## config.mk

```make
export PLATFORM = sky130hd
export DESIGN_NAME = stopwatch_ctrl
export DESIGN_NICKNAME = d
export VERILOG_FILES = /design/src/rtl/stopwatch_pkg.sv /design/src/rtl/bcd60_counter.sv /design/src/rtl/stopwatch_ctrl.sv
export SDC_FILE = /design/constraint.sdc
export NUM_CORES = 1
export LEC_CHECK = 0
export ABC_CLOCK_PERIOD_IN_PS = 2100
export CAP_MARGIN = 0
export CORE_UTILIZATION = 36
export CTS_CLUSTER_DIAMETER = 40
export DETAILED_ROUTE_END_ITERATION = 12
export GPL_TIMING_DRIVEN = 0
export SYNTH_ARGS = -nofsm -noshare
export SYNTH_HDL_FRONTEND = slang
export SYNTH_SLANG_ARGS = --single-unit
```

## constraint.sdc

```tcl
create_clock -name clk -period 2.1 [get_ports clk]
set_input_delay 0.21 -clock clk [delete_from_list [all_inputs] [get_ports clk]]
set_output_delay 0.21 -clock clk [all_outputs]
set_load 0.02 [all_outputs]
```

## src/rtl/stopwatch_pkg.sv

```systemverilog
// Shared types and constants for the MM:SS stopwatch controller.
package stopwatch_pkg;

    localparam int unsigned DIGIT_W = 4;
    localparam int unsigned SEC_MAX = 59;
    localparam int unsigned MIN_MAX = 59;

    typedef enum logic [1:0] {
        ST_IDLE   = 2'd0,
        ST_RUN    = 2'd1,
        ST_PAUSE  = 2'd2,
        ST_ADJUST = 2'd3
    } state_e;

endpackage

```

## src/rtl/bcd60_counter.sv

```systemverilog
// Two-digit BCD counter 00..MAX with clear, increment and wrap carry.
module bcd60_counter
    import stopwatch_pkg::*;
#(
    parameter int unsigned MAX = 59
) (
    input  logic               clk,
    input  logic               rst,
    input  logic               clr,
    input  logic               inc,
    output logic [DIGIT_W-1:0] tens,
    output logic [DIGIT_W-1:0] ones,
    output logic               carry_out
);

    localparam logic [DIGIT_W-1:0] TENS_MAX = DIGIT_W'(MAX / 10);
    localparam logic [DIGIT_W-1:0] ONES_MAX = DIGIT_W'(MAX % 10);
    localparam logic [DIGIT_W-1:0] NINE     = DIGIT_W'(9);

    logic [DIGIT_W-1:0] tens_q, tens_d;
    logic [DIGIT_W-1:0] ones_q, ones_d;
    logic               at_max;

    // Next-value logic: clear beats increment; wrap at MAX back to 00.
    always_comb begin
        tens_d = tens_q;
        ones_d = ones_q;
        at_max = (tens_q == TENS_MAX) && (ones_q == ONES_MAX);
        if (clr) begin
            tens_d = '0;
            ones_d = '0;
        end else if (inc) begin
            if (at_max) begin
                tens_d = '0;
                ones_d = '0;
            end else if (ones_q == NINE) begin
                ones_d = '0;
                tens_d = tens_q + DIGIT_W'(1);
            end else begin
                ones_d = ones_q + DIGIT_W'(1);
            end
        end
    end

    // Digit registers with synchronous reset.
    always_ff @(posedge clk) begin
        if (rst) begin
            tens_q <= '0;
            ones_q <= '0;
        end else begin
            tens_q <= tens_d;
            ones_q <= ones_d;
        end
    end

    assign tens      = tens_q;
    assign ones      = ones_q;
    assign carry_out = inc && !clr && at_max;

endmodule

```

## src/rtl/stopwatch_ctrl.sv

```systemverilog
// Stopwatch control: run/pause/adjust FSM, button edge detect, blink mask.
module stopwatch_ctrl
    import stopwatch_pkg::*;
(
    input  logic               clk,
    input  logic               rst,
    input  logic               tick_1hz,
    input  logic               tick_2hz,
    input  logic               tick_5hz,
    input  logic               btn_pause,
    input  logic               btn_clear,
    input  logic               sw_adj,
    input  logic               sw_sel,
    output logic [DIGIT_W-1:0] min_tens,
    output logic [DIGIT_W-1:0] min_ones,
    output logic [DIGIT_W-1:0] sec_tens,
    output logic [DIGIT_W-1:0] sec_ones,
    output logic [1:0]         state,
    output logic [1:0]         show_mask
);

    state_e     state_q, state_d;
    logic       btn_pause_q, btn_clear_q;
    logic       blink_q, blink_d;
    logic [1:0] show_mask_q, show_mask_d;

    logic       pause_edge, clear_edge;
    logic       sec_inc, min_inc;
    logic       sec_carry, sec_carry_gated;

    assign pause_edge = btn_pause & ~btn_pause_q;
    assign clear_edge = btn_clear & ~btn_clear_q;

    // Next state, counter controls, blink flag and display mask.
    always_comb begin
        state_d         = state_q;
        blink_d         = blink_q;
        show_mask_d     = 2'b11;
        sec_inc         = 1'b0;
        min_inc         = 1'b0;
        sec_carry_gated = sec_carry & (state_q != ST_ADJUST);

        if (clear_edge) begin
            state_d = sw_adj ? ST_ADJUST : ST_IDLE;
        end else begin
            unique case (state_q)
                ST_IDLE: begin
                    if (sw_adj)          state_d = ST_ADJUST;
                    else if (pause_edge) state_d = ST_RUN;
                end
                ST_RUN: begin
                    if (sw_adj) begin
                        state_d = ST_ADJUST;
                    end else begin
                        sec_inc = tick_1hz;
                        min_inc = sec_carry_gated;
                        if (pause_edge) state_d = ST_PAUSE;
                    end
                end
                ST_PAUSE: begin
                    if (sw_adj)          state_d = ST_ADJUST;
                    else if (pause_edge) state_d = ST_RUN;
                end
                ST_ADJUST: begin
                    if (!sw_adj) state_d = ST_PAUSE;
                    sec_inc = tick_5hz & sw_sel;
                    min_inc = tick_5hz & ~sw_sel;
                    if (tick_2hz) blink_d = ~blink_q;
                end
                default: state_d = ST_IDLE;
            endcase
        end

        // Entering adjust always starts with the selected field visible.
        if (state_d == ST_ADJUST && state_q != ST_ADJUST) begin
            blink_d = 1'b1;
        end

        if (state_d == ST_ADJUST) begin
            show_mask_d = sw_sel ? {1'b1, blink_d} : {blink_d, 1'b1};
        end
    end

    // State, button history, blink and mask registers.
    always_ff @(posedge clk) begin
        if (rst) begin
            state_q     <= ST_IDLE;
            btn_pause_q <= 1'b1;
            btn_clear_q <= 1'b1;
            blink_q     <= 1'b1;
            show_mask_q <= 2'b11;
        end else begin
            state_q     <= state_d;
            btn_pause_q <= btn_pause;
            btn_clear_q <= btn_clear;
            blink_q     <= blink_d;
            show_mask_q <= show_mask_d;
        end
    end

    bcd60_counter #(.MAX(SEC_MAX)) u_sec (
        .clk       (clk),
        .rst       (rst),
        .clr       (clear_edge),
        .inc       (sec_inc),
        .tens      (sec_tens),
        .ones      (sec_ones),
        .carry_out (sec_carry)
    );

    logic min_carry_unused;

    bcd60_counter #(.MAX(MIN_MAX)) u_min (
        .clk       (clk),
        .rst       (rst),
        .clr       (clear_edge),
        .inc       (min_inc),
        .tens      (min_tens),
        .ones      (min_ones),
        .carry_out (min_carry_unused)
    );

    assign state     = state_q;
    assign show_mask = show_mask_q;

endmodule

```

==> results of run 1 <==
## cell families (layout without fill, tap and decap cells)
| logic type | count (synthesis) | count (layout) | share of synthesized area |
|---|---|---|---|
| simple gates | 58 | 58 | 0.270 |
| mux | 7 | 7 | 0.0573 |
| buf+inv | 8 | 40 | 0.0257 |
| xor+xnor | 2 | 2 | 0.0138 |
| compound gates | 33 | 33 | 0.191 |
| fa+ha+maj | 8 | 8 | 0.0791 |
| flops | 23 | 23 | 0.364 |
## synth_stat cells, types with 2 or more instances
| cell type | instances |
|---|---|
| sky130_fd_sc_hd__and3_1 | 2 |
| sky130_fd_sc_hd__o21ai_0 | 6 |
| sky130_fd_sc_hd__o211ai_1 | 5 |
| sky130_fd_sc_hd__and4b_1 | 2 |
| sky130_fd_sc_hd__buf_2 | 2 |
| sky130_fd_sc_hd__nand3_1 | 5 |
| sky130_fd_sc_hd__inv_1 | 4 |
| sky130_fd_sc_hd__mux2i_1 | 5 |
| sky130_fd_sc_hd__or3_2 | 2 |
| sky130_fd_sc_hd__nand2b_1 | 5 |
| sky130_fd_sc_hd__o2111ai_1 | 3 |
| sky130_fd_sc_hd__mux2_2 | 2 |
| sky130_fd_sc_hd__nand2_1 | 9 |
| sky130_fd_sc_hd__and3b_1 | 3 |
| sky130_fd_sc_hd__or2_2 | 2 |
| sky130_fd_sc_hd__a21oi_1 | 9 |
| sky130_fd_sc_hd__dfxtp_1 | 23 |
| sky130_fd_sc_hd__ha_1 | 8 |
| sky130_fd_sc_hd__nor3b_1 | 3 |
| sky130_fd_sc_hd__xor2_1 | 2 |
| sky130_fd_sc_hd__o311ai_0 | 2 |
| sky130_fd_sc_hd__nor2_1 | 10 |
| sky130_fd_sc_hd__or3_1 | 6 |
## routing by layer
metal	vias to the layer above	routed length (µm)	GRT usage
met4	0	20	0.0714
met5	-	0	0
met3	2	96	0.0252
met2	21	1270	0.266
met1	521	1390	0.217
li1	578	-	-
## where the power goes
group	switching [W]	internal (W)
registers	0.00000806	0.000443
clock network	0.000132	0.0000741
logic	0.0000441	0.0000398
## area by class of cell
type                    count  share of cell area
plain buffers               4              0.0107
clock buffers               4              0.0161
inverters                   4             0.00921
multi-input cells         108               0.474
flip-flops and latches     23               0.282
well taps                  46              0.0353
repair buffers             28               0.172
## worst max path at each step
stage / end / slack [ns] / cells past startpoint / from
floorplan: u_min.tens[2] / 0.37 / 6 / u_sec.ones[1]
global placement: u_min.ones[1] / 0.02 / 5 / sw_adj
detailed placement: u_min.ones[1] / -0.03 / 5 / sw_adj
CTS: u_min.ones[1] / 0.22 / 6 / u_sec.tens[1]
global route: u_min.ones[1] / 0.09 / 6 / u_sec.tens[1]
finish: u_min.ones[1] / 0.25 / 6 / u_sec.tens[1]
## critical path: cells and delay by family, from the launching register on
kind	cells	cell delay [ns]
flip-flops	1	0.41
adder cells (fa/ha/maj)	1	0.19
AO/OA/AOI/OAI	2	0.65
buffers and inverters	1	0.06
AND/OR/NAND/NOR	1	0.24
multiplexers	1	0.25
## metrics by stage
step / hold slack (ns) / total power (W) / util
floorplan: 0.282 / 0.000505 / -
global placement: 0.470 / 0.000543 / 0.477
detailed placement: 0.484 / 0.000545 / 0.477
CTS: 0.437 / 0.000758 / 0.485
global route: 0.490 / 0.000783 / 0.485
finish: 0.464 / 0.000741 / 0.485
## registers in the layout, summed over array words and instances, names as in the netlist
| name | count |
|---|---|
| state | 2 |
| blink_q | 1 |
| btn_clear_q | 1 |
| btn_pause_q | 1 |
| u_sec.tens | 4 |
| u_sec.ones | 4 |
| show_mask | 2 |
| u_min.ones | 4 |
| u_min.tens | 4 |
==> tab_implementation.tex, run 1 <==
\begin{tabular}{lr}
\hline
Metric & Value \\
\hline
\multicolumn{2}{l}{\textbf{CTS}} \\
\quad Clk\_lat worst skew & 0.31 ns \\
\quad TritonCTS clock tree & built \\
\quad Number of buffers added by the clock tree synthesis step & 3 \\
\quad Worst-case clock buffer depth & 2 \\
\quad Quantity of hold-fixing buffers added after cts & 0 \\
\quad Deepest level of the CTS H-tree & 1 \\
\quad Register clock-pin slew on the reported worst setup and hold paths & 0.13 ns \\
\quad CTS-repair resized insts & 0 \\
\quad Number of clock sinks & 23 \\
\quad Number of buffers added for setup after CTS & 0 \\
\quad CTS Root Buffer Type & sky130\_fd\_sc\_hd\_\_clkbuf\_4 \\
\multicolumn{2}{l}{\textbf{Cells and area}} \\
\quad Antenna Diode Count & 0 \\
\quad Area of combinational cells with multiple inputs & 773 µm² \\
\quad Final Instance Count excl. Fillers & 217 \\
\quad Most frequent cells in the layout & sky130\_fd\_sc\_hd\_\_clkdlybuf4s50\_1, sky130\_fd\_sc\_hd\_\_dfxtp\_1, sky130\_fd\_sc\_hd\_\_nor2\_1, sky130\_fd\_sc\_hd\_\_a21oi\_1, sky130\_fd\_sc\_hd\_\_nand2\_1 \\
\quad Area growth syn-to-layout & 28.8\% \\
\quad Final \#Nets & 189 \\
\quad Proportion of layout cells with a drive suffix above 1 & 0.0877 \\
\quad Fillers & 353 \\
\quad Final instance area & 1630 µm² \\
\quad Leading cell type in the layout, fill and taps excluded & sky130\_fd\_sc\_hd\_\_clkdlybuf4s50\_1 \\
\quad Sequential cell area & 460 µm² \\
\multicolumn{2}{l}{\textbf{Setup path}} \\
\quad Endpoint type of the worst setup path & flop \\
\quad Kind of launch point of the worst setup path & flop \\
\quad Reg-to-Reg End & u\_min.ones[1] \\
\quad Minimum setup slack among reg-to-reg paths & 0.25 ns \\
\quad Highest-delay cell along the critical path & sky130\_fd\_sc\_hd\_\_dfxtp\_1 \\
\quad Worst-path cell chain & inv\_1, ha\_1, and3b\_1, o2111a\_1, o211ai\_1, mux2i\_1 \\
\quad Worst Reg-to-Reg Cells & 6 \\
\quad Reg-to-reg critical path startpoint & u\_sec.tens[1] \\
\quad Largest stage delay on the critical path & 0.41 ns \\
\quad Crit path required time & 2.34 ns \\
\quad Critical-path maximum fanout & 8 \\
\quad Type of the worst setup path & reg -> reg \\
\quad Arrival time at the worst endpoint & 2.09 ns \\
\multicolumn{2}{l}{\textbf{Timing}} \\
\quad Setup repair after global routing missed its margin & false \\
\quad Crit path time final & 1.85 ns \\
\quad Final Hold Vio Count & 0 \\
\quad Peak clock frequency supported by timing & 541 MHz \\
\quad Final cycle utilization of the critical path & 0.879 \\
\quad Worst slew pin tran & 0.450 ns \\
\quad Smallest setup slack after layout & 0.253 ns \\
\quad Sum of negative setup slack & 0 ns \\
\quad Tightest slew margin relative to the limit & 0.699 \\
\quad Total of endpoints with negative setup slack in the final report & 0 \\
\quad Clock skew after layout & 0.00496 ns \\
\quad Pins over their slew limit & 0 \\
\multicolumn{2}{l}{\textbf{Power and ir drop}} \\
\quad Pwr/cell area & 454 nW/µm² \\
\quad Standby leakage power & 0.632 nW \\
\quad Peak supply drop & 259 µV \\
\multicolumn{2}{l}{\textbf{Yosys}} \\
\quad Flip-flop cell with the highest count after synthesis & sky130\_fd\_sc\_hd\_\_dfxtp\_1 \\
\quad Most area-hungry cell type in the Yosys netlist & sky130\_fd\_sc\_hd\_\_dfxtp\_1 \\
\quad Fraction of synthesis flops using an asynchronous set or reset pin & 0 \\
\quad Count of flip-flops with a built-in enable after synthesis & 0 \\
\quad Warnings, synthesis & 0 \\
\quad Count of cell types in the netlist & 42 \\
\quad Share of the synthesized area in the top cell type & 0.364 \\
\quad Net Count, Synth & 156 \\
\quad Register area share after synthesis & 0.364 \\
\quad Synthesized area & 1270 µm² \\
\quad Post-synthesis cell count & 139 \\
\quad Flip-flop and latch count after synthesis & 23 \\
\quad Per-instance average area after synthesis & 9.11 µm² \\
\quad Cell types with the largest area share after synthesis & sky130\_fd\_sc\_hd\_\_dfxtp\_1, sky130\_fd\_sc\_hd\_\_ha\_1, sky130\_fd\_sc\_hd\_\_mux2i\_1 \\
\multicolumn{2}{l}{\textbf{Floorplanning}} \\
\quad Core region area & 3360 µm² \\
\quad Die height & 61.3 µm \\
\quad Overall die area & 3760 µm² \\
\quad Die W & 61.3 µm \\
\quad Top-level I/O count & 29 \\
\quad Number of standard-cell rows in the floorplan & 21 \\
\quad Starting density of the core & 0.376 \\
\multicolumn{2}{l}{\textbf{Drt}} \\
\quad Post-detailed-route DRC marker count & 2 \\
\quad Via count & 1122 \\
\quad Violation count after the first detailed-route iteration & 56 \\
\quad Number of detailed-route iterations in the first pass & 8 \\
\quad Detailed-route vias per instance & 5.17 \\
\quad Post-route ant nets & 0 \\
\quad Total wire length & 2770 µm \\
\quad Mean routed wirelength per cell & 12.8 µm \\
\multicolumn{2}{l}{\textbf{Global routing}} \\
\quad Initial antenna violation count & 0 \\
\quad All-layer global routing usage & 0.164 \\
\quad Via count of the first global-routing pass & 1006 \\
\quad Remaining Overflow, GRT & 0 \\
\quad Wire length of the first global-routing pass & 4610 µm \\
\quad Pin count of the biggest net entering global routing & 13 \\
\multicolumn{2}{l}{\textbf{Outcome}} \\
\quad Failing checks & design-rule violations \\
\quad Result of the run & complete, but fails checks \\
\multicolumn{2}{l}{\textbf{Worst hold path}} \\
\quad Startpoint of the lowest-slack hold path & sw\_sel \\
\quad Hold endpoint & show\_mask[0] \\
\quad Min-Delay Path Class & in -> reg \\
\quad Hold path cells & 2 \\
\multicolumn{2}{l}{\textbf{Placed design}} \\
\quad Post-Place Cell Area & 1600 µm² \\
\quad Number of buffers inserted by port buffering & 28 \\
\quad Placed cells & 213 \\
\quad Gpl congestion & 0.724 \\
\quad HPWL Detailed & 2050 µm \\
\quad Minimum setup slack after placement & -0.0284 ns \\
\multicolumn{2}{l}{\textbf{Job}} \\
\quad Number of max-cap violations & 0 \\
\hline
\end{tabular}
Note: power is estimated with default switching activity, not from simulation.
==> run 2, diff against run 1 <==
- DONT_BUFFER_PORTS: not set -> 1
- SETUP_SLACK_MARGIN: not set -> 0.2
==> run 2 against run 1 <==
Compared with the run above:
- power shrank 1.5%
- via count is 5.1% lower
- sequential power grew 2%
- worst hold slack worse by 0.46 ns
- first-iteration DRC count down 71%
- critical path depth is the same
- core utilization fell by 6.7 points
- sequential share of layout area up 5.0 points
- combinational power shrank 31%
- the flow now finishes without violations
- register-to-register slack improved by 0.07 ns
==> tab_implementation.tex, run 2 (synthesis results as in run 1) <==
\begin{tabular}{lr}
\hline
Metric & Value \\
\hline
\multicolumn{2}{l}{\textbf{Timing}} \\
\quad Peak clock frequency supported by timing & 562 MHz (+3.7\%) \\
\quad Tightest slew margin relative to the limit & 0.689 (-0.00974) \\
\quad WHS & 0.00178 ns (-0.462 ns) \\
\quad Crit path time final & 1.78 ns (-0.0666 ns) \\
\quad Sum of negative setup slack & 0 ns (unchanged) \\
\quad Setup repair after global routing missed its margin & false \\
\quad Pins over their slew limit & 0 (unchanged) \\
\quad Final Hold Vio Count & 0 (unchanged) \\
\quad Clock skew after layout & 0.0101 ns (+0.00519 ns) \\
\quad Final cycle utilization of the critical path & 0.848 (-0.0317) \\
\quad Worst slew pin tran & 0.465 ns (+0.0146 ns) \\
\quad Smallest setup slack after layout & 0.320 ns (+0.0666 ns) \\
\quad Total of endpoints with negative setup slack in the final report & 0 (unchanged) \\
\multicolumn{2}{l}{\textbf{Floorplanning}} \\
\quad Core region area & 3360 µm² (unchanged) \\
\quad Top-level I/O count & 29 (unchanged) \\
\quad Die W & 61.3 µm (unchanged) \\
\quad Number of standard-cell rows in the floorplan & 21 (unchanged) \\
\quad Starting density of the core & 0.376 (unchanged) \\
\quad Overall die area & 3760 µm² (unchanged) \\
\quad Die height & 61.3 µm (unchanged) \\
\multicolumn{2}{l}{\textbf{Placed design}} \\
\quad Minimum setup slack after placement & 0.174 ns (+0.202 ns) \\
\quad Placed cells & 185 (-13\%) \\
\quad HPWL Detailed & 1970 µm (-4.0\%) \\
\quad Number of buffers inserted by port buffering & 0 (-100\%) \\
\quad Gpl congestion & 0.720 (-0.53\%) \\
\multicolumn{2}{l}{\textbf{CTS}} \\
\quad Register clock-pin slew on the reported worst setup and hold paths & 0.13 ns (about the same) \\
\quad Clk\_lat worst skew & 0.32 ns (about the same) \\
\quad CTS Root Buffer Type & sky130\_fd\_sc\_hd\_\_clkbuf\_4 \\
\quad Worst-case clock buffer depth & 2 (unchanged) \\
\quad Number of buffers added by the clock tree synthesis step & 3 (unchanged) \\
\quad Deepest level of the CTS H-tree & 1 (unchanged) \\
\quad TritonCTS clock tree & built \\
\quad Number of clock sinks & 23 (unchanged) \\
\multicolumn{2}{l}{\textbf{Setup path}} \\
\quad Arrival time at the worst endpoint & 2.01 ns (-0.08 ns) \\
\quad Endpoint type of the worst setup path & flop \\
\quad Worst Reg-to-Reg Cells & 6 (unchanged) \\
\quad End point of the critical path & u\_min.tens[2] \\
\quad Crit path required time & 2.33 ns (about the same) \\
\quad Reg-to-Reg End & u\_min.tens[2] \\
\quad Kind of launch point of the worst setup path & flop \\
\quad Critical-path maximum fanout & 7 (-1) \\
\quad Minimum setup slack among reg-to-reg paths & 0.32 ns (+0.07 ns) \\
\quad Reg-to-reg critical path startpoint & u\_min.ones[1] \\
\quad Type of the worst setup path & reg -> reg \\
\quad Worst setup path startpoint & u\_min.ones[1] \\
\multicolumn{2}{l}{\textbf{Drt}} \\
\quad Post-route ant nets & 0 (unchanged) \\
\quad Number of detailed-route iterations in the first pass & 4 (-4) \\
\quad Top Layer Used & met4 \\
\quad Post-detailed-route DRC marker count & 0 (-2) \\
\quad WL met3 & 149 µm (+55\%) \\
\quad Total routed wire length on the met1 layer & 1330 µm (-4.3\%) \\
\quad Total wire length & 2770 µm (-0.11\%) \\
\quad Via count & 1065 (-5.1\%) \\
\quad Mean routed wirelength per cell & 14.3 µm (+12\%) \\
\quad Violation count after the first detailed-route iteration & 16 (-71\%) \\
\quad Detailed-route vias per instance & 5.49 (+6.2\%) \\
\quad Routed met2 length & 1250 µm (-1.6\%) \\
\multicolumn{2}{l}{\textbf{Global routing}} \\
\quad Initial antenna violation count & 0 (unchanged) \\
\quad Wire length of the first global-routing pass & 4370 µm (-5.1\%) \\
\quad Pin count of the biggest net entering global routing & 13 (unchanged) \\
\quad Via count of the first global-routing pass & 963 (-4.3\%) \\
\quad Remaining Overflow, GRT & 0 (unchanged) \\
\quad All-layer global routing usage & 0.157 (-0.00753) \\
\multicolumn{2}{l}{\textbf{Cells and area}} \\
\quad Antenna Diode Count & 0 (unchanged) \\
\quad Final \#Nets & 166 (-12\%) \\
\quad Proportion of layout cells with a drive suffix above 1 & 0.155 (+0.0677) \\
\quad Sequential cell area & 468 µm² (+1.6\%) \\
\quad Leading cell type in the layout, fill and taps excluded & sky130\_fd\_sc\_hd\_\_dfxtp\_1 \\
\quad Most frequent cells in the layout & sky130\_fd\_sc\_hd\_\_dfxtp\_1, sky130\_fd\_sc\_hd\_\_nor2\_1, sky130\_fd\_sc\_hd\_\_a21oi\_1, sky130\_fd\_sc\_hd\_\_nand2\_1, sky130\_fd\_sc\_hd\_\_ha\_1 \\
\quad Area growth syn-to-layout & 11.1\% \\
\quad Area of combinational cells with multiple inputs & 774 µm² (+0.16\%) \\
\quad Final Instance Count excl. Fillers & 194 (-11\%) \\
\quad Fillers & 358 (+1.4\%) \\
\multicolumn{2}{l}{\textbf{Power and ir drop}} \\
\quad Total internal power & 0.000544 W (-2.4\%) \\
\quad Pwr/cell area & 519 nW/µm² (+14\%) \\
\quad Standby leakage power & 0.547 nW (-14\%) \\
\quad Relative contribution of sequential cells to total power & 0.628 (+0.019) \\
\quad Peak supply drop & 261 µV (+0.67\%) \\
\quad Proportion of power drawn by combinational gates & 0.080 (-0.033) \\
\quad Switching share of power & 0.255 (+0.00686) \\
\quad Overall power of the completed layout & 0.000730 W (-1.5\%) \\
\quad Clock Power Share & 0.292 (+0.014) \\
\quad P\_sw & 0.000186 W (+1.2\%) \\
\multicolumn{2}{l}{\textbf{Job}} \\
\quad Number of max-cap violations & 0 (unchanged) \\
\multicolumn{2}{l}{\textbf{Worst hold path}} \\
\quad Min-Delay Path Class & in -> reg \\
\multicolumn{2}{l}{\textbf{Outcome}} \\
\quad Result of the run & finished clean \\
\hline
\end{tabular}
## run 2: changes by cell type in the layout (fill, tap and decap cells not counted), sizes merged
cell           previous run  this run
buf                       3         4
clkdlybuf4s50            28         0
dlygate4sd3               0         4
## run 2: how the worst min path moves through the flow
stage                 from           end  slack, ns  depth (start not counted)
global route        sw_adj      state[0]      0.007                          2
detailed placement     rst      state[1]       0.29                          1
finish              sw_adj      state[0]      0.002                          2
global placement       rst      state[1]       0.28                          1
floorplan           sw_sel  show_mask[0]       0.28                          1
CTS                 sw_adj      state[1]      0.008                          2
## run 2: power by group through the flow
| stage | Clock [W] | Sequential (W) | Combinational (W) |
|---|---|---|---|
| finish | 0.000213 | 0.000458 | 0.0000582 |
| CTS | 0.000215 | 0.000457 | 0.0000575 |
| global route | 0.000228 | 0.000460 | 0.0000641 |
| global placement | 0 | 0.000467 | 0.0000489 |
| detailed placement | 0 | 0.000467 | 0.0000503 |
| floorplan | 0 | 0.000464 | 0.0000407 |
## run 2: critical path, stage by stage, from the launching register on
cell and delay, ns:
sky130_fd_sc_hd__dfxtp_1 0.54, sky130_fd_sc_hd__inv_1 0.08, sky130_fd_sc_hd__ha_1 0.18, sky130_fd_sc_hd__and3b_1 0.22, sky130_fd_sc_hd__and3_1 0.26, sky130_fd_sc_hd__o211a_1 0.15
sky130_fd_sc_hd__o221a_2 0.26
## run 2: cell type report
type / count / area share
flip-flops and latches: 23 / 0.333
multi-input cells: 108 / 0.551
repair buffers: 5 / 0.0338
clock buffers: 4 / 0.0187
plain buffers: 4 / 0.0125
inverters: 4 / 0.0107
well taps: 46 / 0.0409
## run 2: layer usage
metal  track usage  up-vias
li1              -      532
met1         0.208      500
met2         0.248       29
met3        0.0357        4
met4        0.0584        0
met5             0        -
## run 2: repair_timing
item                                    4_1_cts  5_1_grt
cloned                                        0        0
hold buffers                                  4        0
pin swaps                                     1        1
endpoints found under the setup margin        2       10
resized for setup                             3        4
buffers inserted                              0        1
endpoints found under the hold margin         7        0
## run 2: through the flow
step	utilization	area, µm²
finish	0.418	1410
global route	0.418	1410
CTS	0.414	1390
detailed placement	0.394	1320
global placement	0.394	1320
floorplan	-	1270
==> run 3, diff against run 2 <==
- ABC_CLOCK_PERIOD_IN_PS: 2100 -> 1650
- clock period: 2.1 -> 1.65 ns (I/O delays scaled with it)
==> run 3 against run 2 <==
Compared with the run above:
- final cell count up 3.6%
- critical endpoint is now u_sec.tens[3]
- register-to-register slack worse by 0.32 ns
- maximum frequency up 7.7%
- critical path type unchanged
- worst hold slack better by 0.074 ns
- the run now ends with negative setup slack left
- clock skew down 0.0063 ns
- largest power group unchanged
==> tab_implementation.tex, run 3 (synthesis results as in run 1) <==
\begin{tabular}{lr}
\hline
Metric & Value \\
\hline
\multicolumn{2}{l}{\textbf{Drt}} \\
\quad Post-detailed-route DRC marker count & 0 (unchanged) \\
\quad Via count & 1130 (+6.1\%) \\
\quad Total wire length & 2940 µm (+6.4\%) \\
\quad Number of detailed-route iterations in the first pass & 4 (unchanged) \\
\quad Violation count after the first detailed-route iteration & 32 (+16) \\
\quad Detailed-route vias per instance & 5.62 (+2.4\%) \\
\quad Mean routed wirelength per cell & 14.6 µm (+2.7\%) \\
\quad Post-route ant nets & 0 (unchanged) \\
\multicolumn{2}{l}{\textbf{Cells and area}} \\
\quad Most frequent cells in the layout & sky130\_fd\_sc\_hd\_\_dfxtp\_1, sky130\_fd\_sc\_hd\_\_nor2\_1, sky130\_fd\_sc\_hd\_\_nand2\_1, sky130\_fd\_sc\_hd\_\_a21oi\_1 \\
\quad Final \#Nets & 173 (+4.2\%) \\
\quad Final Instance Count excl. Fillers & 201 (+3.6\%) \\
\quad Proportion of layout cells with a drive suffix above 1 & 0.277 (+0.122) \\
\quad Antenna Diode Count & 0 (unchanged) \\
\quad Leading cell type in the layout, fill and taps excluded & sky130\_fd\_sc\_hd\_\_dfxtp\_1 \\
\quad Final standard cell utilization of the core & 0.461 (+0.0428) \\
\quad Area growth syn-to-layout & 22.4\% \\
\multicolumn{2}{l}{\textbf{Global routing}} \\
\quad Via count of the first global-routing pass & 1079 (+12\%) \\
\quad Initial antenna violation count & 0 (unchanged) \\
\quad All-layer global routing usage & 0.172 (+0.0151) \\
\quad Remaining Overflow, GRT & 0 (unchanged) \\
\quad Pin count of the biggest net entering global routing & 14 (+1) \\
\quad Wire length of the first global-routing pass & 4880 µm (+12\%) \\
\multicolumn{2}{l}{\textbf{Setup path}} \\
\quad Minimum setup slack among reg-to-reg paths & -0.004 ns (-0.32 ns) \\
\quad Kind of launch point of the worst setup path & flop \\
\quad Worst path top cell family by delay & simple AND/OR/NAND/NOR gates \\
\quad Type of the worst setup path & reg -> reg \\
\quad Crit path required time & 1.91 ns (-0.42 ns) \\
\quad Number of buffer and inverter stages on the critical path & 0 (-1) \\
\quad Largest stage delay on the critical path & 0.49 ns (-0.05 ns) \\
\quad Arrival time at the worst endpoint & 1.91 ns (-0.10 ns) \\
\quad Critical-path maximum fanout & 6 (-1) \\
\quad Endpoint type of the worst setup path & flop \\
\quad Highest-delay cell along the critical path & sky130\_fd\_sc\_hd\_\_or4\_1 \\
\quad Worst-path cell chain & ha\_4, and4b\_2, o211ai\_4, or4\_1, a21oi\_1 \\
\multicolumn{2}{l}{\textbf{CTS}} \\
\quad Deepest level of the CTS H-tree & 1 (unchanged) \\
\quad CTS Root Buffer Type & sky130\_fd\_sc\_hd\_\_clkbuf\_4 \\
\quad Register clock-pin slew on the reported worst setup and hold paths & 0.13 ns (about the same) \\
\quad Clk\_lat worst skew & 0.31 ns (about the same) \\
\quad Number of clock sinks & 23 (unchanged) \\
\quad Worst-case clock buffer depth & 2 (unchanged) \\
\quad Number of buffers added by the clock tree synthesis step & 3 (unchanged) \\
\quad TritonCTS clock tree & built \\
\multicolumn{2}{l}{\textbf{Placed design}} \\
\quad Number of buffers inserted by port buffering & 0 (unchanged) \\
\quad Minimum setup slack after placement & -0.0613 ns (-0.235 ns) \\
\quad Placed cells & 185 (unchanged) \\
\quad Gpl congestion & 0.782 (+8.7\%) \\
\quad HPWL Detailed & 1970 µm (+0.11\%) \\
\multicolumn{2}{l}{\textbf{Timing}} \\
\quad Final Hold Vio Count & 0 (unchanged) \\
\quad Clock skew after layout & 0.00387 ns (-0.00628 ns) \\
\quad Tightest slew margin relative to the limit & 0.635 (-0.0537) \\
\quad Smallest setup slack after layout & -0.00362 ns (-0.323 ns) \\
\quad Peak clock frequency supported by timing & 605 MHz (+7.7\%) \\
\quad Crit path time final & 1.65 ns (-0.127 ns) \\
\quad Setup repair after global routing missed its margin & true \\
\quad Final cycle utilization of the critical path & 1.00 (+0.154) \\
\quad Pins over their slew limit & 0 (unchanged) \\
\quad WHS & 0.0757 ns (+0.0739 ns) \\
\quad Worst slew pin tran & 0.545 ns (+0.0803 ns) \\
\quad Total of endpoints with negative setup slack in the final report & 1 (+1) \\
\multicolumn{2}{l}{\textbf{Floorplanning}} \\
\quad Die height & 61.3 µm (unchanged) \\
\quad Top-level I/O count & 29 (unchanged) \\
\quad Starting density of the core & 0.376 (unchanged) \\
\quad Overall die area & 3760 µm² (unchanged) \\
\quad Die W & 61.3 µm (unchanged) \\
\quad Core region area & 3360 µm² (unchanged) \\
\quad Number of standard-cell rows in the floorplan & 21 (unchanged) \\
\multicolumn{2}{l}{\textbf{Power and ir drop}} \\
\quad Overall power of the completed layout & 0.000928 W (+27\%) \\
\quad Standby leakage power & 0.603 nW (+10\%) \\
\quad Pwr/cell area & 599 nW/µm² (+15\%) \\
\quad Peak supply drop & 303 µV (+16\%) \\
\multicolumn{2}{l}{\textbf{Job}} \\
\quad Number of max-cap violations & 0 (unchanged) \\
\multicolumn{2}{l}{\textbf{Worst hold path}} \\
\quad Min-Delay Path Class & in -> reg \\
\multicolumn{2}{l}{\textbf{Outcome}} \\
\quad Failing checks & negative setup slack \\
\quad Result of the run & complete, but fails checks \\
\hline
\end{tabular}
run 3: layout make-up:
class	instances	area [µm²]
Buffer	4	22.5
Clock buffer	3	22.5
Clock inverter	1	5.00
Fill cell	361	1810
Inverter	4	17.5
Multi-Input combinational cell	108	830
Sequential cell	23	485
Tap cell	46	57.6
Timing Repair Buffer	12	110
run 3: power breakdown:
part | switching [W] | internal (W) | leakage [nW] | total [W]
registers | 0.0000204 | 0.000556 | 0.192 | 0.000576
logic | 0.0000454 | 0.0000387 | 0.393 | 0.0000841
clock network | 0.000177 | 0.0000906 | 0.0177 | 0.000268
run 3: repair_timing:
action,CTS,global route
gates resized for setup,12,5
hold buffers,5,0
endpoints found under the hold margin,7,0
buffers inserted,6,1
gates cloned,0,0
setup endpoints to repair,14,16
pin swaps,6,7
run 3: through the flow:
step                      cell area, µm²    TNS [ns]
after floorplan                     1300           0
after global placement              1360     -0.0429
after detailed placement            1360      -0.116
after CTS                           1530  -0.0000178
after global routing                1550      -0.225
final                               1550    -0.00362
run 3: per-layer routing:
| layer | part of all wire | up-vias | GRT usage |
|---|---|---|---|
| li1 | - | 558 | - |
| met3 | 0.045 | 4 | 0.0294 |
| met4 | 0.010 | 0 | 0.0747 |
| met1 | 0.45 | 544 | 0.208 |
| met2 | 0.50 | 24 | 0.298 |
| met5 | 0 | - | 0 |
run 3: path summary, 6_finish.rpt:
kind                            cells past startpoint          start       endpoint
worst max register to register                      5  u_sec.ones[0]  u_sec.tens[3]
worst min-delay path                                2         sw_adj   show_mask[0]
worst max-delay path                                5  u_sec.ones[0]  u_sec.tens[3]
worst min register to register                      2  u_min.ones[0]  u_min.ones[0]
run 3: worst reg2reg max path, delay by kind of cell (launching register included):
family,cells,cell delay [ns]
AO/OA/AOI/OAI,2,0.25
adder cells (fa/ha/maj),1,0.15
flip-flops,1,0.45
AND/OR/NAND/NOR,2,0.75
